File: src/rtl/layer15_out_collector_pkg.sv
// Shared types and defaults for the layer15 output collector.
// Word format, lane count and FSM state encoding live here.
package layer15_out_collector_pkg;

    localparam int FP_TOTAL_DEF = 16;
    localparam int FP_FRAC_DEF  = 0;
    localparam int NUM_OUT_DEF  = 5;
    localparam int CNT_W_DEF    = 16;
    localparam int IDX_W        = 3;

    typedef logic signed [FP_TOTAL_DEF-1:0] fixed_t;

    typedef enum logic [1:0] {
        COLLECT,
        SCAN,
        PRESENT
    } collect_state_t;

endpackage

File: src/rtl/layer15_out_collector_if.sv
// Bundle of the per-lane AXI-stream inputs and the single result record port.
// slave = collector side, master = producer/consumer side.
interface layer15_out_collector_if #(
    parameter int FP_TOTAL = 16,
    parameter int NUM_OUT  = 5,
    parameter int CNT_W    = 16
);
    logic [NUM_OUT*FP_TOTAL-1:0] lane_TDATA;
    logic [NUM_OUT-1:0]          lane_TVALID;
    logic [NUM_OUT-1:0]          lane_TREADY;
    logic [NUM_OUT*FP_TOTAL-1:0] res_vec_TDATA;
    logic [2:0]                  res_argmax;
    logic [FP_TOTAL-1:0]         res_max;
    logic                        res_TVALID;
    logic                        res_TREADY;
    logic [CNT_W-1:0]            res_count;
    logic                        busy;

    modport slave (
        input  lane_TDATA, lane_TVALID, res_TREADY,
        output lane_TREADY, res_vec_TDATA, res_argmax, res_max, res_TVALID, res_count, busy
    );

    modport master (
        output lane_TDATA, lane_TVALID, res_TREADY,
        input  lane_TREADY, res_vec_TDATA, res_argmax, res_max, res_TVALID, res_count, busy
    );

endinterface

File: src/rtl/layer15_out_collector_lane.sv
// One output lane: captures a single word and then stalls until cleared.
// Latency 1 edge to capture; TREADY low while captured, outside COLLECT, or in reset.
module layer15_out_collector_lane #(
    parameter int W = 16
) (
    input  logic         ap_clk,
    input  logic         ap_rst,
    input  logic [W-1:0] tdata_i,
    input  logic         tvalid_i,
    input  logic         collect_i,
    input  logic         clear_i,
    output logic         tready_o,
    output logic         fire_o,
    output logic         cap_o,
    output logic [W-1:0] data_o
);

    logic         cap_q;
    logic [W-1:0] data_q;

    assign tready_o = collect_i & ~cap_q & ~ap_rst;
    assign fire_o   = tvalid_i & tready_o;
    assign cap_o    = cap_q;
    assign data_o   = data_q;

    always_ff @(posedge ap_clk) begin
        if (ap_rst) begin
            cap_q  <= 1'b0;
            data_q <= '0;
        end else if (fire_o) begin
            data_q <= tdata_i;
            cap_q  <= 1'b1;
        end else if (clear_i) begin
            cap_q  <= 1'b0;
        end
    end

endmodule

File: src/rtl/layer15_out_collector.sv
// Collects one word per class lane, scans for the signed maximum, presents one record.
// Record valid NUM_OUT edges after last capture; lanes stall until the record is accepted.
module layer15_out_collector
    import layer15_out_collector_pkg::*;
#(
    parameter int FP_TOTAL = FP_TOTAL_DEF,
    parameter int NUM_OUT  = NUM_OUT_DEF,
    parameter int CNT_W    = CNT_W_DEF
) (
    input logic                    ap_clk,
    input logic                    ap_rst,
    layer15_out_collector_if.slave io
);

    localparam logic [IDX_W-1:0] LAST_IDX = IDX_W'(NUM_OUT - 1);

    collect_state_t              state_q;
    logic [IDX_W-1:0]            idx_q;
    logic signed [FP_TOTAL-1:0]  best_val_q, best_val_d, cur_val;
    logic [IDX_W-1:0]            best_idx_q, best_idx_d;
    logic                        res_vld_q;
    logic [NUM_OUT*FP_TOTAL-1:0] res_vec_q;
    logic [FP_TOTAL-1:0]         res_max_q;
    logic [IDX_W-1:0]            res_am_q;
    logic [CNT_W-1:0]            res_cnt_q;

    logic [NUM_OUT-1:0]          cap, fire, tready;
    logic [FP_TOTAL-1:0]         lane_reg [NUM_OUT];
    logic [NUM_OUT*FP_TOTAL-1:0] lane_flat;
    logic                        in_collect, accept;

    assign in_collect = (state_q == COLLECT);
    assign accept     = (state_q == PRESENT) & res_vld_q & io.res_TREADY;

    for (genvar k = 0; k < NUM_OUT; k++) begin : g_lane
        layer15_out_collector_lane #(.W(FP_TOTAL)) u_lane (
            .ap_clk    (ap_clk),
            .ap_rst    (ap_rst),
            .tdata_i   (io.lane_TDATA[k*FP_TOTAL +: FP_TOTAL]),
            .tvalid_i  (io.lane_TVALID[k]),
            .collect_i (in_collect),
            .clear_i   (accept),
            .tready_o  (tready[k]),
            .fire_o    (fire[k]),
            .cap_o     (cap[k]),
            .data_o    (lane_reg[k])
        );
        assign lane_flat[k*FP_TOTAL +: FP_TOTAL] = lane_reg[k];
    end

    // Strict compare keeps the lowest index on ties.
    always_comb begin
        cur_val    = lane_reg[idx_q];
        best_val_d = best_val_q;
        best_idx_d = best_idx_q;
        if (idx_q == '0) begin
            best_val_d = cur_val;
            best_idx_d = '0;
        end else if (cur_val > best_val_q) begin
            best_val_d = cur_val;
            best_idx_d = idx_q;
        end
    end

    always_ff @(posedge ap_clk) begin
        if (ap_rst) begin
            state_q    <= COLLECT;
            idx_q      <= '0;
            best_val_q <= '0;
            best_idx_q <= '0;
            res_vld_q  <= 1'b0;
            res_vec_q  <= '0;
            res_max_q  <= '0;
            res_am_q   <= '0;
            res_cnt_q  <= '0;
        end else begin
            case (state_q)
                COLLECT: begin
                    if (&(cap | fire)) begin
                        state_q <= SCAN;
                        idx_q   <= '0;
                    end
                end
                SCAN: begin
                    best_val_q <= best_val_d;
                    best_idx_q <= best_idx_d;
                    if (idx_q == LAST_IDX) begin
                        // Final compare result goes straight into the record.
                        idx_q     <= '0;
                        state_q   <= PRESENT;
                        res_vld_q <= 1'b1;
                        res_vec_q <= lane_flat;
                        res_max_q <= best_val_d;
                        res_am_q  <= best_idx_d;
                    end else begin
                        idx_q <= idx_q + 1'b1;
                    end
                end
                PRESENT: begin
                    if (res_vld_q && io.res_TREADY) begin
                        res_vld_q <= 1'b0;
                        res_cnt_q <= res_cnt_q + CNT_W'(1);
                        state_q   <= COLLECT;
                    end
                end
                default: state_q <= COLLECT;
            endcase
        end
    end

    assign io.lane_TREADY   = tready;
    assign io.res_vec_TDATA = res_vec_q;
    assign io.res_argmax    = res_am_q;
    assign io.res_max       = res_max_q;
    assign io.res_TVALID    = res_vld_q;
    assign io.res_count     = res_cnt_q;
    assign io.busy          = (state_q != COLLECT) | (|cap);

endmodule

File: src/flat_wrapper.sv
// flat-port wrapper written by rule: the top's interface ports become plain ports
module layer15_out_collector_flat import layer15_out_collector_pkg::*;
#(
    parameter int FP_TOTAL = FP_TOTAL_DEF,
    parameter int NUM_OUT  = NUM_OUT_DEF,
    parameter int CNT_W    = CNT_W_DEF
)
  (ap_clk, ap_rst, io_lane_TDATA, io_lane_TVALID, io_res_TREADY, io_lane_TREADY, io_res_vec_TDATA, io_res_argmax, io_res_max, io_res_TVALID, io_res_count, io_busy);
  layer15_out_collector_if #(.FP_TOTAL(FP_TOTAL), .NUM_OUT(NUM_OUT), .CNT_W(CNT_W)) io_i ();
  input logic ap_clk;
  input logic ap_rst;
  input wire logic [$bits(io_i.lane_TDATA)-1:0] io_lane_TDATA;
  input wire logic [$bits(io_i.lane_TVALID)-1:0] io_lane_TVALID;
  input wire logic [$bits(io_i.res_TREADY)-1:0] io_res_TREADY;
  output wire logic [$bits(io_i.lane_TREADY)-1:0] io_lane_TREADY;
  output wire logic [$bits(io_i.res_vec_TDATA)-1:0] io_res_vec_TDATA;
  output wire logic [$bits(io_i.res_argmax)-1:0] io_res_argmax;
  output wire logic [$bits(io_i.res_max)-1:0] io_res_max;
  output wire logic [$bits(io_i.res_TVALID)-1:0] io_res_TVALID;
  output wire logic [$bits(io_i.res_count)-1:0] io_res_count;
  output wire logic [$bits(io_i.busy)-1:0] io_busy;
  assign io_i.lane_TDATA = io_lane_TDATA;
  assign io_i.lane_TVALID = io_lane_TVALID;
  assign io_i.res_TREADY = io_res_TREADY;
  assign io_lane_TREADY = io_i.lane_TREADY;
  assign io_res_vec_TDATA = io_i.res_vec_TDATA;
  assign io_res_argmax = io_i.res_argmax;
  assign io_res_max = io_i.res_max;
  assign io_res_TVALID = io_i.res_TVALID;
  assign io_res_count = io_i.res_count;
  assign io_busy = io_i.busy;
  layer15_out_collector #(.FP_TOTAL(FP_TOTAL), .NUM_OUT(NUM_OUT), .CNT_W(CNT_W)) u_core (.ap_clk(ap_clk), .ap_rst(ap_rst), .io(io_i));
endmodule
File: config.mk
export PLATFORM = sky130hd
export DESIGN_NAME = layer15_out_collector_flat
export DESIGN_NICKNAME = d
export VERILOG_FILES = /design/src/rtl/layer15_out_collector_pkg.sv /design/src/rtl/layer15_out_collector_if.sv /design/src/rtl/layer15_out_collector_lane.sv /design/src/rtl/layer15_out_collector.sv /design/src/flat_wrapper.sv
export SDC_FILE = /design/constraint.sdc
export NUM_CORES = 1
export LEC_CHECK = 0
export BUFFER_PORTS_ARGS = -buffer_cell sky130_fd_sc_hd__buf_2
export CAP_MARGIN = 25
export CORE_MARGIN = 4
export CORE_UTILIZATION = 54
export DETAILED_ROUTE_END_ITERATION = 12
export PLACE_DENSITY = 0.79
export RECOVER_POWER = 50
export SKIP_LAST_GASP = 1
export SYNTH_ARGS = -nofsm -noshare
export SYNTH_HDL_FRONTEND = slang
export SYNTH_SLANG_ARGS = --single-unit
File: constraint.sdc
create_clock -name ap_clk -period 5.05 [get_ports ap_clk]
set_clock_uncertainty 0.2 [all_clocks]
set_input_delay 1.2625 -clock ap_clk [delete_from_list [all_inputs] [get_ports ap_clk]]
set_output_delay 1.2625 -clock ap_clk [all_outputs]
set_load 0.05 [all_outputs]
==> reports/metrics.cfg <==
[clock_network]
cts_tree=done
cts_hold_buf=0
cts.htree.levels=1
clk_latency_ns=0.51
ctsResizeCount=0
clockRootBuffer=clkbuf_16
path_clk_slew_ns=0.06
cts_buffer_depth=3
clock_sinks=225
cts_buffers=24
postCtsSetupRepairBufs=0

[detailed_routing]
drt_wl_total_mm=29.29
dr.pass1.iters=7
drtAntennaViolNets=0
num_vias=9197
post_drt_via_cell_ratio=5.773
routedWlPerCell_um=18.38
drtIter0Drc=898
drc=0

[finish]
mostFrequentLayoutCells=nand2_1, dfxtp_1, a21oi_1
utilization_pct=65.46
final_common_cell=nand2_1
regArea_um2=4504
layout.nets=1461
num_antenna_cells=0
multi_input_area_um2=4651
fill_cells=1504
layout-drive-gt1-share_pct=13.01
area_delta_synth_final_pct=17.98

[pwr]
pwr-share-clk_pct=37.8
seq_power_share_pct=41.0
switchingPower_w=0.001497
internal_power_w=0.003247
p_leak_nw=4.253
ir_drop_v=0.0002916
switching_share_pct=31.55
p_per_area_nw_per_um2=417.6
comb_power_share_pct=21.2

[sta]
max_slew_margin_pct=-56.18
setup_viol=0
post-route-period-util_pct=90.75
rsz0062_at_grt=false
fmax_mhz=218.2
report.final.slew_viol_count=206
worst_pin_slew_ns=2.343
period_minus_slack_ns=4.583
setup_tns_ns=0
hold_violations=0

[place]
place_congestion=0.9513
dpl.hpwl_mm=20.17
numPortBuffers=209

[yosys]
ys_ff_latch=225
syn_area_um2=9629
yosysSeqAreaShare_pct=46.78
yosys_most_used_dff=dfxtp_1
synth_cells=1203
syn_area_per_cell_um2=8.004
syn-num-nets=1313
synth_cell_types=55
synth-edff-count=0
synth_warnings=0
async_flop_share_pct=0

[grt]
grt_most_used_layer=met2
met3_usage_pct=4.415
use_met1_pct=37.76
grt_max_degree=206
grt_use_total_pct=27.71
antenna_found_initial=0
grt_pass1_vias=8473
grtUsageMet2_pct=45.81
grt_overflow=0
grt_pass1_wl_mm=45.32

[worst_setup_path]
end_kind=flop
crit_path_start_kind=flop
cp_data_required_time_ns=5.12
path_max_fanout=15
arrival_ns=4.65
worstSetupPathType=reg -> reg

[die]
die_area_um2=20030
start_util_pct=55.48
core_um2=17360
placementRows=48
dieHeight_um=141.5
die_w_um=141.5
pin_count=210

[hold_path]
hp-class=reg -> reg

[status]
outcome=finished, violations left
violations=max-capacitance violations, max-slew violations

[run]
max-cap-violations=1

==> path summary, 6_finish.rpt <==
| check | from | end | slack [ns] | cells after the start |
|---|---|---|---|---|
| worst max-delay path | u_core.idx_q[2] | u_core.best_val_q[12] | 0.47 | 11 |
| worst min-delay path | u_core.io.res_vec_TDATA[23] | u_core.io.res_vec_TDATA[23] | 0.25 | 2 |
| worst max register to register | u_core.idx_q[2] | u_core.best_val_q[12] | 0.47 | 11 |
| worst min register to register | u_core.io.res_vec_TDATA[23] | u_core.io.res_vec_TDATA[23] | 0.25 | 2 |
==> cells by family after synthesis <==
group / share of synthesized area (%)
simple gates: 22.12
compound gates: 18.52
flops: 46.78
buf+inv: 5.132
mux: 3.508
fa+ha+maj: 2.859
xor+xnor: 1.092
==> metal layers <==
metal / vias up / wire [um]
met4: 0 / 799
met3: 54 / 2280
met2: 388 / 14060
met1: 4325 / 12150
met5: - / 0
li1: 4430 / -
==> power by group through the flow <==
stage | logic, W | registers, W | clock network [W]
6_report | 0.00100 | 0.00195 | 0.00179
5_1_grt | 0.00109 | 0.00195 | 0.00189
4_1_cts | 0.000989 | 0.00194 | 0.00181
3_5_place_dp | 0.000984 | 0.00198 | 0
3_3_place_gp | 0.000981 | 0.00198 | 0
2_1_floorplan | 0.000739 | 0.00196 | 0
==> worst max-delay path: stages, from the launching register on <==
cell       delay, ns
dfxtp_1         0.47
nor2b_1         0.83
a22oi_1         0.23
o22ai_1         0.30
ha_1            0.31
nand2_1         0.15
o21ai_0         0.16
a311oi_2        0.55
o2111ai_1       0.42
buf_4           0.31
a211oi_1        0.31
a211oi_1        0.10
==> cells in the mapped netlist (3+ instances only) <==
cell	count	share of area (%)
and2_1	5	0.32
xor2_1	9	0.82
o21ai_0	26	1.4
buf_2	11	0.57
clkbuf_1	77	3.0
nand2_1	350	14
nor2b_1	3	0.19
nor3_1	16	0.83
a22oi_1	15	1.2
nand3_1	22	1.1
o22ai_1	17	1.1
buf_4	6	0.47
and4_1	3	0.27
nand4_1	9	0.58
a21oi_1	167	8.7
nor4_1	17	1.1
and3_1	21	1.4
or3_1	6	0.39
mux2i_1	18	1.9
mux2_2	14	1.6
inv_1	24	0.94
a211oi_1	31	2.4
a211o_1	16	1.5
dfxtp_1	225	47
buf_1	4	0.16
xnor2_1	3	0.27
ha_1	22	2.9
a31oi_1	5	0.32
nor2_1	28	1.1
==> layout make-up <==
type,count,share of cell area [%]
timing repair buffer,220,9.042
multi-input combinational,856,40.94
clock buffer,36,6.134
clock inverter,7,0.9692
tap,225,2.478
inverter,24,0.7930
sequential,225,39.65
==> flip-flops by register name (all words and copies together) (netlist names) <==
signal                       flops
u_core.best_val_q               16
u_core.io.res_vec_TDATA         80
u_core.io.res_TVALID             1
u_core.state_q                   2
u_core.io.res_count             16
u_core.g_lane.u_lane.data_o     80
u_core.g_lane.u_lane.cap_o       5
u_core.best_idx_q                3
u_core.io.res_max               16
u_core.idx_q                     3
u_core.io.res_argmax             3
==> stage by stage <==
step	cells	total power (W)	cell area [um^2]	hold WS, ns	setup WS [ns]
6_report	1593	0.004744	11360	0.2520	0.4673
5_1_grt	1593	0.004934	11360	0.2643	0.1793
4_1_cts	1592	0.004742	11500	0.2513	0.5978
3_5_place_dp	1549	0.002965	10700	0.2434	0.6146
3_3_place_gp	1549	0.002960	10700	0.2399	0.7496
2_1_floorplan	1203	0.002697	9629	0.2417	1.392
No activity file was read; power rests on OpenSTA's default activity.
